<file path="config.mk">
export PLATFORM = sky130hd
export DESIGN_NAME = playlist_sequencer
export DESIGN_NICKNAME = d
export VERILOG_FILES = /design/src/rtl/playlist_sequencer.sv
export SDC_FILE = /design/constraint.sdc
export NUM_CORES = 1
export LEC_CHECK = 0
export ABC_CLOCK_PERIOD_IN_PS = 2850
export BUFFER_PORTS_ARGS = -buffer_cell sky130_fd_sc_hd__buf_4
export CORE_MARGIN = 2
export CORE_UTILIZATION = 58
export DETAILED_ROUTE_END_ITERATION = 10
export HOLD_SLACK_MARGIN = 0.03
export PLACE_DENSITY_LB_ADDON = 0.15
export SYNTH_ARGS = -nofsm -noshare
export SYNTH_HDL_FRONTEND = slang
export SYNTH_SLANG_ARGS = --single-unit
</file>
<file path="constraint.sdc">
create_clock -name clk -period 2.85 [get_ports clk]
set_input_delay 0.57 -clock clk [delete_from_list [all_inputs] [get_ports clk]]
set_output_delay 0.57 -clock clk [all_outputs]
set_load 0.02 [all_outputs]
</file>
<file path="src/rtl/playlist_sequencer.sv">
// Playlist sequencer: selects the current track, steps the ROM read address on each
// sample tick and inserts a silent gap between tracks (in-order/shuffle/choice/stop).
// Ports: clk/rst_n, sample_tick_i, pause_i, mode_i, choice_i, btn_next_i, btn_prev_i,
//        rand_val_i in; rom_addr_o, track_o, rom_en_o, sample_valid_o, playing_o, track_done_o out.
module playlist_sequencer #(
  parameter int NTRK      = 4,
  parameter int ADDR_W    = 11,
  parameter int LEN0      = 270,
  parameter int LEN1      = 220,
  parameter int LEN2      = 260,
  parameter int LEN3      = 10,
  parameter int GAP_TICKS = 48,
  parameter int PREV_TH   = 100
) (
  input  logic              clk,
  input  logic              rst_n,
  input  logic              sample_tick_i,
  input  logic              pause_i,
  input  logic [1:0]        mode_i,
  input  logic [1:0]        choice_i,
  input  logic              btn_next_i,
  input  logic              btn_prev_i,
  input  logic [1:0]        rand_val_i,
  output logic [ADDR_W-1:0] rom_addr_o,
  output logic [1:0]        track_o,
  output logic              rom_en_o,
  output logic              sample_valid_o,
  output logic              playing_o,
  output logic              track_done_o
);

  typedef enum logic [2:0] {S_IDLE, S_SELECT, S_PLAY, S_PAUSED, S_GAP} state_e;

  localparam int GAP_W = (GAP_TICKS > 1) ? $clog2(GAP_TICKS) : 1;

  function automatic bit len_ok();
    int lens [4];
    lens = '{LEN0, LEN1, LEN2, LEN3};
    if (NTRK < 2 || NTRK > 4) return 1'b0;
    for (int i = 0; i < NTRK; i++)
      if (lens[i] < 1 || lens[i] > (1 << ADDR_W) - 1) return 1'b0;
    return 1'b1;
  endfunction

  localparam bit LEN_OK = len_ok();

  function automatic logic [1:0] inc_trk(input logic [1:0] t);
    return (int'(t) >= NTRK - 1) ? 2'd0 : t + 2'd1;
  endfunction

  function automatic logic [1:0] dec_trk(input logic [1:0] t);
    return (t == 2'd0) ? 2'(NTRK - 1) : t - 2'd1;
  endfunction

  function automatic logic [1:0] mod_trk(input logic [1:0] v);
    return 2'(int'(v) % NTRK);
  endfunction

  function automatic logic [ADDR_W-1:0] last_addr(input logic [1:0] t);
    case (t)
      2'd0:    return ADDR_W'(LEN0 - 1);
      2'd1:    return ADDR_W'(LEN1 - 1);
      2'd2:    return ADDR_W'(LEN2 - 1);
      default: return ADDR_W'(LEN3 - 1);
    endcase
  endfunction

  state_e              state_q, state_d;
  state_e              ret_q, ret_d;      // state to resume after PAUSED
  logic [1:0]          track_q, track_d;
  logic [ADDR_W-1:0]   addr_q, addr_d;
  logic [GAP_W-1:0]    gap_q, gap_d;
  logic                adv_q, adv_d;
  logic                playing_q, sample_valid_q;
  logic                rom_en, track_done;
  logic [1:0]          rnd_trk;
  logic                prev_restarts;

  always_comb begin
    state_d    = state_q;
    ret_d      = ret_q;
    track_d    = track_q;
    addr_d     = addr_q;
    gap_d      = gap_q;
    adv_d      = adv_q;
    rom_en     = 1'b0;
    track_done = 1'b0;
    rnd_trk    = mod_trk(rand_val_i);
    // In a gap (or paused out of one) prev always steps back a track.
    prev_restarts = (mode_i == 2'd1 || int'(addr_q) >= PREV_TH) &&
                    state_q != S_GAP && !(state_q == S_PAUSED && ret_q == S_GAP);

    case (state_q)
      S_IDLE: begin
        if (mode_i != 2'd3 && !pause_i) begin
          state_d = S_SELECT;
          adv_d   = 1'b0;
        end
      end
      S_SELECT: begin
        if (mode_i == 2'd3) begin
          state_d = S_IDLE;
          addr_d  = '0;
        end else begin
          case (mode_i)
            2'd0:    track_d = adv_q ? inc_trk(track_q) : track_q;
            2'd1:    track_d = (rnd_trk == track_q) ? inc_trk(rnd_trk) : rnd_trk;
            default: track_d = mod_trk(choice_i);
          endcase
          addr_d  = '0;
          gap_d   = '0;
          state_d = S_PLAY;
        end
      end
      default: begin
        if (mode_i == 2'd3) begin
          state_d = S_IDLE;
          addr_d  = '0;
        end else if (pause_i && state_q != S_PAUSED) begin
          ret_d   = state_q;
          state_d = S_PAUSED;
        end else if (btn_next_i) begin
          state_d = S_SELECT;
          adv_d   = 1'b1;
        end else if (btn_prev_i) begin
          if (!prev_restarts) track_d = dec_trk(track_q);
          addr_d = '0;
          gap_d  = '0;
          if (state_q == S_GAP)    state_d = S_PLAY;
          if (state_q == S_PAUSED) ret_d   = S_PLAY;
        end else if (state_q == S_PAUSED) begin
          if (!pause_i) state_d = ret_q;
        end else if (mode_i == 2'd2 && mod_trk(choice_i) != track_q) begin
          state_d = S_SELECT;
          adv_d   = 1'b0;
        end else if (state_q == S_PLAY) begin
          if (sample_tick_i) begin
            rom_en = 1'b1;
            if (addr_q == last_addr(track_q)) begin
              track_done = 1'b1;
              state_d    = S_GAP;
              gap_d      = '0;
            end else begin
              addr_d = addr_q + 1'b1;
            end
          end
        end else begin
          if (GAP_TICKS == 0) begin
            state_d = S_SELECT;
            adv_d   = 1'b1;
          end else if (sample_tick_i) begin
            if (gap_q == GAP_W'(GAP_TICKS - 1)) begin
              state_d = S_SELECT;
              adv_d   = 1'b1;
            end else begin
              gap_d = gap_q + 1'b1;
            end
          end
        end
      end
    endcase
  end

  always_ff @(posedge clk or negedge rst_n) begin
    if (!rst_n) begin
      state_q        <= S_IDLE;
      ret_q          <= S_PLAY;
      track_q        <= '0;
      addr_q         <= '0;
      gap_q          <= '0;
      adv_q          <= 1'b0;
      playing_q      <= 1'b0;
      sample_valid_q <= 1'b0;
    end else begin
      state_q        <= state_d;
      ret_q          <= ret_d;
      track_q        <= track_d;
      addr_q         <= addr_d;
      gap_q          <= gap_d;
      adv_q          <= adv_d;
      playing_q      <= (state_d == S_PLAY);
      sample_valid_q <= rom_en;
    end
  end

  always @(posedge clk) begin
    assert (LEN_OK) else $error("playlist_sequencer: track length or NTRK out of range");
  end

  assign rom_addr_o     = addr_q;
  assign track_o        = track_q;
  assign rom_en_o       = rom_en;
  assign sample_valid_o = sample_valid_q;
  assign playing_o      = playing_q;
  assign track_done_o   = track_done;

endmodule

</file>
==> flow_metrics.tcl <==
set metrics [dict create \
    netlist_instances 259 \
    grt_pass1_vias 1799 \
    r2r_cells 8 \
    core-area_mm2 0.003416 \
    max_slew.worst_pin.slew_ns 0.5644 \
    cts_tree "done" \
    vias_per_cell 6.295 \
    ir_drop_mv 0.2952 \
    synth_seq_cells 28 \
    gp_congestion 0.9223 \
    path_clk_slew_ns 0.15 \
    post_cts_resized 0 \
    dr_total_vias 2071 \
    cts_setup_buffers 0 \
    path_depth 6 \
    endpoint "track_done_o" \
    timing.max_slew.rel_slack_pct 61.97 \
    power.total_mw 1.637 \
    synth_top_area_cell "dfrtp_1" \
    ioPinCount 29 \
    dieWidth_um 64.29 \
    async_reset_ff_share_pct 100.0 \
    ctsLongestPathBuffers 2 \
    cp_cell_sequence "inv_1 -> ha_1 -> xnor2_1 -> nand3_1 -> nor4_1 -> buf_4" \
    numCtsBuffers 3 \
    firstDrtPassIters 4 \
    drt-total-wl_um 4835 \
    period_needed_ns 2.696 \
    h-tree-depth 1 \
    regArea_um2 701.9 \
    end_kind "output pin" \
    holdBufCountCts 0 \
    finalHoldViolCount 0 \
    path_max_fanout 9 \
    worstSkewPairLatency_ns 0.33 \
    dpl_cell_area_mm2 0.002360 \
    leakagePower_nw 1.071 \
    rsz0062_at_grt "false" \
    dieArea_mm2 0.004133 \
    nets 304 \
    post_drt_wl_per_cell_um 14.70 \
    crit_family "flip-flops" \
    synth.avg_cell_area_um2 8.140 \
    r2r_slack_ns 0.39 \
    utilization_pct 70.62 \
    critical-path-max-stage-delay_ns 0.55 \
    ys_types 58 \
    status "finished, final reports clean" \
    finalMaxSlewViolations 0 \
    syn_area_mm2 0.002108 \
    cp_num_buf_inv 2 \
    cp_slowest_cell "dfrtp_1" \
    cap_violations 0 \
    synth.area.top_cells "dfrtp_1 32%, o21ai_0 7.8%, ha_1 4.7%" \
    clock-sinks 28 \
    grt_use_total_pct 25.28 \
    setup-violations-final 0 \
    hp-class "input pin to asynchronous set/reset pin" \
    n_antenna_cell 0 \
    antenna_found_initial 0 \
    place_hpwl_um 3509 \
    synthFlopType "dfrtp_1" \
    multi_input_area_mm2 0.001300 \
    area_delta_synth_final_pct 14.42 \
    numPortBuffers 28 \
    crit_type "flop to output pin" \
    synth_commonest_cells "33 x o21ai_0, 27 x dfrtp_1, 24 x nor2_1, 17 x nand2_1, 16 x a21oi_1" \
    num_rows 21 \
    startpoint "track_o[0]" \
    arrival_ns 2.13 \
    drcViolationCount 0 \
    drive_above_1_share_pct 17.67 \
    period_share_pct 94.58 \
    synth_edf_count 0 \
    finalClockSkew_ns 0.004534 \
    synthesis.nets 279 \
    grt_pass1_wl_um 8431 \
    start_util_pct 61.72 \
    n_fill_cell 299 \
    die_y_um 64.29 \
    crit_required_ns 2.28 \
    reg2reg_from "track_o[0]" \
    finalSetupTns_ns 0 \
    grt_overflow 0 \
    whs_ns 0.1323 \
    fin_area_mm2 0.002412 \
    clock.fmax_mhz 371.0 \
    synth_seq_area_share_pct 33.29 \
    synth.most_common_cell "o21ai_0" \
    grt_max_degree 29 \
    drt_iter0_markers 255 \
    ant_nets 0 \
    start_kind "flop" \
    cellPowerDensity_mw_per_mm2 678.4 \
    r2r-end "gap_q[0]" \
    yosysTopAreaCellShare_pct 32.05 \
    synth_warnings 0 \
    clockRootBuffer "clkbuf_4" \
]
-- cell usage in the layout (no fill, tap or decap), types with 2 or more instances in the layout --
| master | n |
|---|---|
| a21o_1 | 4 |
| nand3_1 | 10 |
| buf_4 | 34 |
| nor2b_1 | 6 |
| o21ba_2 | 4 |
| a211o_1 | 2 |
| or3_1 | 2 |
| a2111oi_0 | 2 |
| o221ai_1 | 2 |
| o41ai_1 | 2 |
| a31oi_1 | 5 |
| o211ai_1 | 3 |
| nor4_1 | 2 |
| ha_1 | 8 |
| nand2b_1 | 4 |
| o31ai_1 | 4 |
| dfrtp_1 | 27 |
| xor2_1 | 4 |
| clkbuf_4 | 3 |
| nand2_1 | 17 |
| nand4_1 | 2 |
| xnor2_1 | 5 |
| inv_1 | 12 |
| nor3b_1 | 2 |
| a21oi_1 | 16 |
| a22oi_1 | 2 |
| o21ai_0 | 33 |
| and3_1 | 8 |
| nor2_1 | 24 |
| a21boi_0 | 2 |
| nor3_1 | 5 |
-- logic make-up after synthesis --
family                   Yosys count  share of synthesized area, %
flip-flops                        28                         33.29
buffers and inverters             26                         5.044
adder cells (fa/ha/maj)            8                         4.748
AND/OR/NAND/NOR                   90                         22.20
multiplexers                       2                         1.246
XOR/XNOR                           9                         3.739
AO/OA/AOI/OAI                     96                         29.73
-- through the flow --
| step | worst slack [ns] | instances |
|---|---|---|
| floorplan | 0.2455 | 259 |
| global placement | 0.4591 | 325 |
| detailed placement | 0.4048 | 325 |
| CTS | 0.1367 | 329 |
| global route | 0.0002705 | 329 |
| finish | 0.1544 | 329 |
-- state kept, by name, summed over array words and instances (netlist names) --
name	cells
adv_q	1
gap_q	6
playing_o	1
ret_q	3
rom_addr_o	11
sample_valid_o	1
state_q	3
track_o	2
-- report_power, final --
| part | internal [mW] | leakage, nW | switching [mW] |
|---|---|---|---|
| combinational | 0.337 | 0.668 | 0.476 |
| sequential | 0.469 | 0.374 | 0.0929 |
| clock | 0.142 | 0.0279 | 0.119 |
| total | 0.948 | 1.07 | 0.688 |
-- layer usage --
| metal | track usage (%) | vias up | part of all wire (%) |
|---|---|---|---|
| met5 | 0 | - | 0 |
| met4 | 7.447 | 0 | 0.50 |
| met3 | 2.641 | 2 | 5.2 |
| met2 | 37.11 | 82 | 45 |
| met1 | 39.16 | 980 | 49 |
| li1 | - | 1007 | - |
-- worst min-delay path by stage --
stage | depth (start not counted) | start | end
after floorplan | 0 | rst_n | adv_q
after global placement | 1 | adv_q | adv_q
after detailed placement | 1 | rst_n | track_o[0]
after CTS | 1 | rst_n | rom_addr_o[8]
after global routing | 1 | rst_n | rom_addr_o[8]
final | 1 | rst_n | track_o[1]
-- final cells by class --
| cell class | count | area share, % |
|---|---|---|
| multi-input cells | 205 | 53.89 |
| repair buffers | 34 | 10.58 |
| flip-flops and latches | 28 | 29.10 |
| inverters | 12 | 1.867 |
| well taps | 46 | 2.386 |
| clock inverters | 1 | 1.245 |
| clock buffers | 3 | 0.9336 |
Note: power is estimated with default switching activity, not from simulation.
